File: config.mk
export PLATFORM = sky130hd
export DESIGN_NAME = zflag_bank
export DESIGN_NICKNAME = d
export VERILOG_FILES = /design/src/rtl/zflag_pkg.sv /design/src/rtl/zflag_cell.sv /design/src/rtl/zflag_bank.sv
export SDC_FILE = /design/constraint.sdc
export NUM_CORES = 1
export LEC_CHECK = 0
export CORE_MARGIN = 4
export CORE_UTILIZATION = 35
export CTS_CLUSTER_DIAMETER = 40
export DETAILED_ROUTE_END_ITERATION = 8
export PLACE_DENSITY = 0.88
export SYNTH_ARGS = -nofsm -noshare
export SYNTH_HDL_FRONTEND = slang
export SYNTH_HIERARCHICAL = 1
export SYNTH_SLANG_ARGS = --single-unit
File: constraint.sdc
create_clock -name clk -period 2.1 [get_ports clk]
set_input_delay 0.525 -clock clk [delete_from_list [all_inputs] [get_ports clk]]
set_output_delay 0.525 -clock clk [all_outputs]
set_load 0.01 [all_outputs]
File: src/rtl/zflag_pkg.sv
// Shared types and constants for the multi-core zero/negative flag bank.
// Latency: n/a (declarations only).
// Backpressure: n/a.
//
// Contents:
//   zstate_t        query FSM states (IDLE, WAIT, RESULT)
//   DEF_WIDTH       default ALU data width per core
//   DEF_CORE_COUNT  default number of cores
//   ALL_MODE        decision = AND of masked Z flags
//   ANY_MODE        decision = OR of masked Z flags
package zflag_pkg;

    typedef enum logic [1:0] {
        IDLE   = 2'd0,
        WAIT   = 2'd1,
        RESULT = 2'd2
    } zstate_t;

    localparam int DEF_WIDTH      = 12;
    localparam int DEF_CORE_COUNT = 4;

    localparam logic ALL_MODE = 1'b1;
    localparam logic ANY_MODE = 1'b0;

endpackage : zflag_pkg

File: src/rtl/zflag_cell.sv
// One core's Z / N flags plus a "fresh" bit marking an unconsumed write.
// Latency: flags update on the edge where wrEn is sampled; zNext shows the post-edge Z value combinationally.
// Backpressure: none; a write is always accepted and beats a simultaneous fresh clear.
//
// Ports:
//   clk, rst   clock and asynchronous active-high reset
//   wrEn       store flags derived from dataIn and mark the cell fresh
//   clrFresh   drop the fresh bit (ignored when wrEn is also high)
//   dataIn     this core's ALU result
//   zFlag      registered zero flag
//   nFlag      registered negative flag (MSB of the last written result)
//   fresh      a write has happened since the last consuming decision
//   zNext      Z value as it will be after this edge
module zflag_cell #(
    parameter int WIDTH = 12
) (
    input  logic             clk,
    input  logic             rst,
    input  logic             wrEn,
    input  logic             clrFresh,
    input  logic [WIDTH-1:0] dataIn,
    output logic             zFlag,
    output logic             nFlag,
    output logic             fresh,
    output logic             zNext
);

    logic zWr;

    assign zWr   = (dataIn == '0);

    // Lets the top register a decision that already reflects a write landing
    // on the same edge that completes the query.
    assign zNext = wrEn ? zWr : zFlag;

    always_ff @(posedge clk or posedge rst) begin
        if (rst) begin
            zFlag <= 1'b0;
            nFlag <= 1'b0;
            fresh <= 1'b0;
        end else if (wrEn) begin
            zFlag <= zWr;
            nFlag <= dataIn[WIDTH-1];
            fresh <= 1'b1;
        end else if (clrFresh) begin
            fresh <= 1'b0;
        end
    end

endmodule : zflag_cell

File: src/rtl/zflag_bank.sv
// Per-core Z/N flag bank with a query FSM that combines masked Z flags into one branch decision.
// Latency: query at edge t -> decisionValid during cycle t+2 at best; WAIT holds until every masked core is fresh.
// Backpressure: busy is high in WAIT and RESULT; queries arriving while busy are dropped, never queued.
//
// Ports:
//   clk, rst       clock and asynchronous active-high reset
//   dataIn         per-core ALU results, core i at [i*WIDTH +: WIDTH]
//   wrEn           per-core flag write enable (accepted in every state)
//   query          decision request, accepted only in IDLE
//   coreMask       participating cores, latched with the query
//   allMode        1: AND of masked Z flags, 0: OR; latched with the query
//   Zout, Nout     per-core zero / negative flags
//   busy           FSM is in WAIT or RESULT
//   decisionValid  one-cycle pulse carrying decisionZ
//   decisionZ      combined decision, meaningful only with decisionValid
//   timedOut       (ZFLAG_TIMEOUT_EN only) decision was forced by the WAIT timeout
//
// Build option: define ZFLAG_TIMEOUT_EN to bound WAIT to TIMEOUT cycles and add the timedOut port.
module zflag_bank
    import zflag_pkg::*;
#(
    parameter int WIDTH      = DEF_WIDTH,
    parameter int CORE_COUNT = DEF_CORE_COUNT,
    parameter int TIMEOUT    = 64
) (
    input  logic                        clk,
    input  logic                        rst,
    input  logic [CORE_COUNT*WIDTH-1:0] dataIn,
    input  logic [CORE_COUNT-1:0]       wrEn,
    input  logic                        query,
    input  logic [CORE_COUNT-1:0]       coreMask,
    input  logic                        allMode,
    output logic [CORE_COUNT-1:0]       Zout,
    output logic [CORE_COUNT-1:0]       Nout,
    output logic                        busy,
    output logic                        decisionValid,
`ifdef ZFLAG_TIMEOUT_EN
    output logic                        decisionZ,
    output logic                        timedOut
`else
    output logic                        decisionZ
`endif
);

    if (CORE_COUNT < 1 || CORE_COUNT > 16 || TIMEOUT < 1) begin : gBadParam
        $error("zflag_bank: CORE_COUNT must be 1..16 and TIMEOUT must be >= 1");
    end

    zstate_t               state;
    logic [CORE_COUNT-1:0] mask;
    logic                  mode;
    logic [CORE_COUNT-1:0] fresh;
    logic [CORE_COUNT-1:0] zNext;
    logic [CORE_COUNT-1:0] clrFresh;
    logic                  complete;
    logic                  decisionComb;

    // ---------------------------------------------------------------
    // Flag cells
    // ---------------------------------------------------------------
    for (genvar i = 0; i < CORE_COUNT; i++) begin : gCell
        zflag_cell #(
            .WIDTH (WIDTH)
        ) uCell (
            .clk      (clk),
            .rst      (rst),
            .wrEn     (wrEn[i]),
            .clrFresh (clrFresh[i]),
            .dataIn   (dataIn[i*WIDTH +: WIDTH]),
            .zFlag    (Zout[i]),
            .nFlag    (Nout[i]),
            .fresh    (fresh[i]),
            .zNext    (zNext[i])
        );
    end

    // A write landing this cycle counts as fresh, so the query can complete
    // on the same edge that delivers the last result.
    assign complete = (((fresh | wrEn) & mask) == mask);

    // Unmasked cores are forced to 1 for AND and to 0 for OR, which gives the
    // vacuous-truth result for an empty mask without a special case.
    assign decisionComb = (mode == ALL_MODE) ? (&(zNext | ~mask))
                                             : (|(zNext & mask));

    // Leaving RESULT consumes the masked cores' results; a simultaneous write
    // keeps its fresh bit because the cell gives wrEn priority.
    assign clrFresh = (state == RESULT) ? mask : '0;

    assign busy = (state != IDLE);

`ifdef ZFLAG_TIMEOUT_EN
    localparam int                CNT_W    = $clog2(TIMEOUT + 1);
    localparam logic [CNT_W-1:0]  CNT_LAST = CNT_W'(TIMEOUT - 1);

    logic [CNT_W-1:0] waitCnt;
`endif

    // ---------------------------------------------------------------
    // Query FSM
    // ---------------------------------------------------------------
    always_ff @(posedge clk or posedge rst) begin
        if (rst) begin
            state         <= IDLE;
            mask          <= '0;
            mode          <= ANY_MODE;
            decisionValid <= 1'b0;
            decisionZ     <= 1'b0;
`ifdef ZFLAG_TIMEOUT_EN
            waitCnt       <= '0;
            timedOut      <= 1'b0;
`endif
        end else begin
            case (state)
                IDLE: begin
                    decisionValid <= 1'b0;
`ifdef ZFLAG_TIMEOUT_EN
                    timedOut      <= 1'b0;
`endif
                    if (query) begin
                        mask    <= coreMask;
                        mode    <= allMode;
                        state   <= WAIT;
`ifdef ZFLAG_TIMEOUT_EN
                        waitCnt <= '0;
`endif
                    end
                end

                WAIT: begin
                    if (complete) begin
                        state         <= RESULT;
                        decisionValid <= 1'b1;
                        decisionZ     <= decisionComb;
`ifdef ZFLAG_TIMEOUT_EN
                    end else if (waitCnt == CNT_LAST) begin
                        // This edge is the TIMEOUT-th spent in WAIT: decide
                        // on whatever flags are held, stale or not.
                        state         <= RESULT;
                        decisionValid <= 1'b1;
                        decisionZ     <= decisionComb;
                        timedOut      <= 1'b1;
                    end else begin
                        waitCnt       <= waitCnt + 1'b1;
`endif
                    end
                end

                RESULT: begin
                    decisionValid <= 1'b0;
`ifdef ZFLAG_TIMEOUT_EN
                    timedOut      <= 1'b0;
`endif
                    state         <= IDLE;
                end

                default: begin
                    decisionValid <= 1'b0;
                    state         <= IDLE;
                end
            endcase
        end
    end

endmodule : zflag_bank

==> impl_metrics.yaml <==
outcome:
  outcome: "complete, no violations"
floorplanning:
  boundaryPins: 71
  row_count: 19
  start_util_pct: 38.0
  dieHeight_um: 63.6
  die_area_sq_um: 4050
  die_x_um: 63.6
  core_region_area_sq_um: 2850
pwr:
  p_per_area_nw_per_um2: 677
  p_leak_nw: 0.765
  power_mw: 1.27
  peakVddDrop_mv: 0.425
route:
  via_per_inst: 5.01
  first_iter_violations: 21
  firstDrtPassIters: 2
  routedWlPerCell_um: 14.8
  vias: 1063
  drc: 0
  wirelength_um: 3140
  ant_nets: 0
cts:
  post_cts_buffers: 0
  cts_buffer_depth: 2
  cts_tree: "built"
  htree_levels: 1
  cts_resized: 0
  clockRootBuffer: "clkbuf_4"
  cts-buffers-inserted: 3
  cts.clk_slew.worst_paths_ns: 0.11
  clock_sinks: 21
  holdBufCountCts: 0
  clk_latency_ns: 0.31
sta:
  finClkSkew_ns: 0.00557
  final.period_utilization_pct: 96.5
  tightestPinTransition_ns: 0.412
  slew_headroom_pct: 72.3
  fin_ws_ns: 0.0739
  hold_violations: 0
  slew_viol_final: 0
  finalCriticalPeriod_ns: 2.03
  rsz0062_at_grt: "false"
  setup_violations: 0
  fmax_mhz: 494
worst_setup_path:
  crit_type: "reg -> out"
  worstReg2RegStart: "gCell[2].uCell/zFlag$_DFF_PP0_"
  cp_max_fo: 4
  critPathLaunch: "state[1]$_DFFE_PP0P_"
  reg2reg_to: "decisionZ$_DFFE_PP0P_"
  cp-start-kind: "register"
  end_kind: "output port"
  cp.arrival_ns: 1.50
  crit_required_ns: 1.57
  regToRegSetupSlack_ns: 0.64
  r2r_cells: 6
yosys:
  synth-seq-area-share_pct: 48.5
  ys_seq_elements: 21
  synth_edf_count: 0
  yosys_most_used_dff: "dfrtp_1"
  syn_nets: 163
  ys_warn_count: 6
  netlist.area_leader.share_pct: 48.5
  synth_cell_types: 23
  synth.avg_cell_area_sq_um: 10.5
  yosys.area.top_type: "dfrtp_1"
  synth_most_common_cell: "dfrtp_1"
  async_flop_share_pct: 100
  netlist_area_sq_um: 1080
  synthCells: 103
  synth_commonest_cells: "dfrtp_1 (21), inv_1 (16), nor2_1 (9)"
  synth.area.top_cells: "dfrtp_1 (48%), inv_1 (5.5%), nor4b_2 (5.5%)"
hold_path:
  min_to: "gCell[1].uCell/fresh$_DFFE_PP0P_"
  worstHoldStart: "gCell[1].uCell/fresh$_DFFE_PP0P_"
  hp-class: "reg -> reg"
  whs_path_depth: 1
run:
  maxCapViolCount: 0
place:
  place_ws_ns: -0.163
  dpl.hpwl_um: 2740
  place.gp.congestion: 0.783
  port_buffers: 70
global_route:
  grt_remaining_overflow: 0
  grt_max_degree: 12
  grt_pass1_wl_um: 5090
  track_usage_pct: 16.1
  antenna_found_initial: 0
  grt_pass1_vias: 1125
final_layout:
  fillers: 218
  fin_nets: 242
  fin_util_pct: 65.9
  antennaDiodeCount: 0
  syn_to_final_growth_pct: 73.4
  drive_gt1_share_pct: 12.2
==> area by class of cell <==
class | instances | area, sq um | share of cell area, %
tap | 31 | 38.8 | 2.06
inverter | 17 | 63.8 | 3.40
clock buffer | 4 | 26.3 | 1.40
timing repair buffer | 74 | 731 | 38.9
multi-input combinational | 65 | 494 | 26.3
sequential | 21 | 526 | 28.0
==> worst max-delay path by stage <==
stage | endpoint | slack, ns | depth (start not counted)
floorplan | decisionZ$_DFFE_PP0P_ | 0.41 | 7
global placement | decisionZ$_DFFE_PP0P_ | -0.09 | 8
detailed placement | decisionZ$_DFFE_PP0P_ | -0.16 | 8
CTS | busy | 0.06 | 2
global route | busy | 0.02 | 2
finish | busy | 0.07 | 2
==> metal layers <==
metal / global-route usage (%) / share of wire (%) / vias to the layer above
met1: 14.7 / 35 / 501
met2: 31.9 / 55 / 42
met5: 0 / 0 / -
met4: 6.47 / 2.3 / 0
met3: 5.15 / 8.2 / 8
li1: - / - / 512
==> flip-flops by register name, indices dropped and copies added (netlist names) <==
| signal | flops |
|---|---|
| gCell.uCell/fresh | 4 |
| gCell.uCell/nFlag | 4 |
| gCell.uCell/zFlag | 4 |
| mask | 4 |
| state | 2 |
| decisionValid | 1 |
| decisionZ | 1 |
| mode | 1 |
==> layout by cell type (no fill, tap or decap), drive strengths merged <==
cell type	Yosys	final
nor4	4	4
clkdlybuf4s50	0	70
nor2	10	10
nand2b	3	3
mux2	10	10
a22oi	5	5
nand4	4	4
a21oi	2	2
or2	1	1
and2	4	4
nor2b	2	2
buf	0	4
a21o	5	5
o21ai	4	4
nor3	4	4
dfrtp	21	21
nand3	1	1
clkbuf	0	4
a41o	1	1
nor4b	4	4
inv	17	17
nand2	1	1
==> per-stage QoR <==
stage	cell area, sq um	std cells	setup TNS, ns	hold WS (ns)
after detailed placement	1850	208	-0.163	0.466
after CTS	1880	212	0	0.491
after global placement	1850	208	-0.0884	0.460
final	1880	212	0	0.488
after global routing	1880	212	0	0.527
after floorplan	1080	103	0	0.279
==> cell families after synthesis <==
group / Yosys count / share of synthesized area, %
muxes: 10 / 10.4
AOI/OAI and AO/OA: 17 / 12.5
buffers and inverters: 17 / 5.89
and+or+nand+nor: 38 / 22.7
DFF: 21 / 48.5
==> power by group <==
group | switching [mW] | total [mW] | internal, mW
clock | 0.120 | 0.194 | 0.0743
combinational | 0.176 | 0.460 | 0.284
sequential | 0.109 | 0.618 | 0.509
==> worst max-delay path, stage by stage, from the launching register on <==
cell and delay, ns:
dfrtp_1 0.41, or2_1 0.28, clkdlybuf4s50_1 0.50
Power figures use the tool's default switching activity.
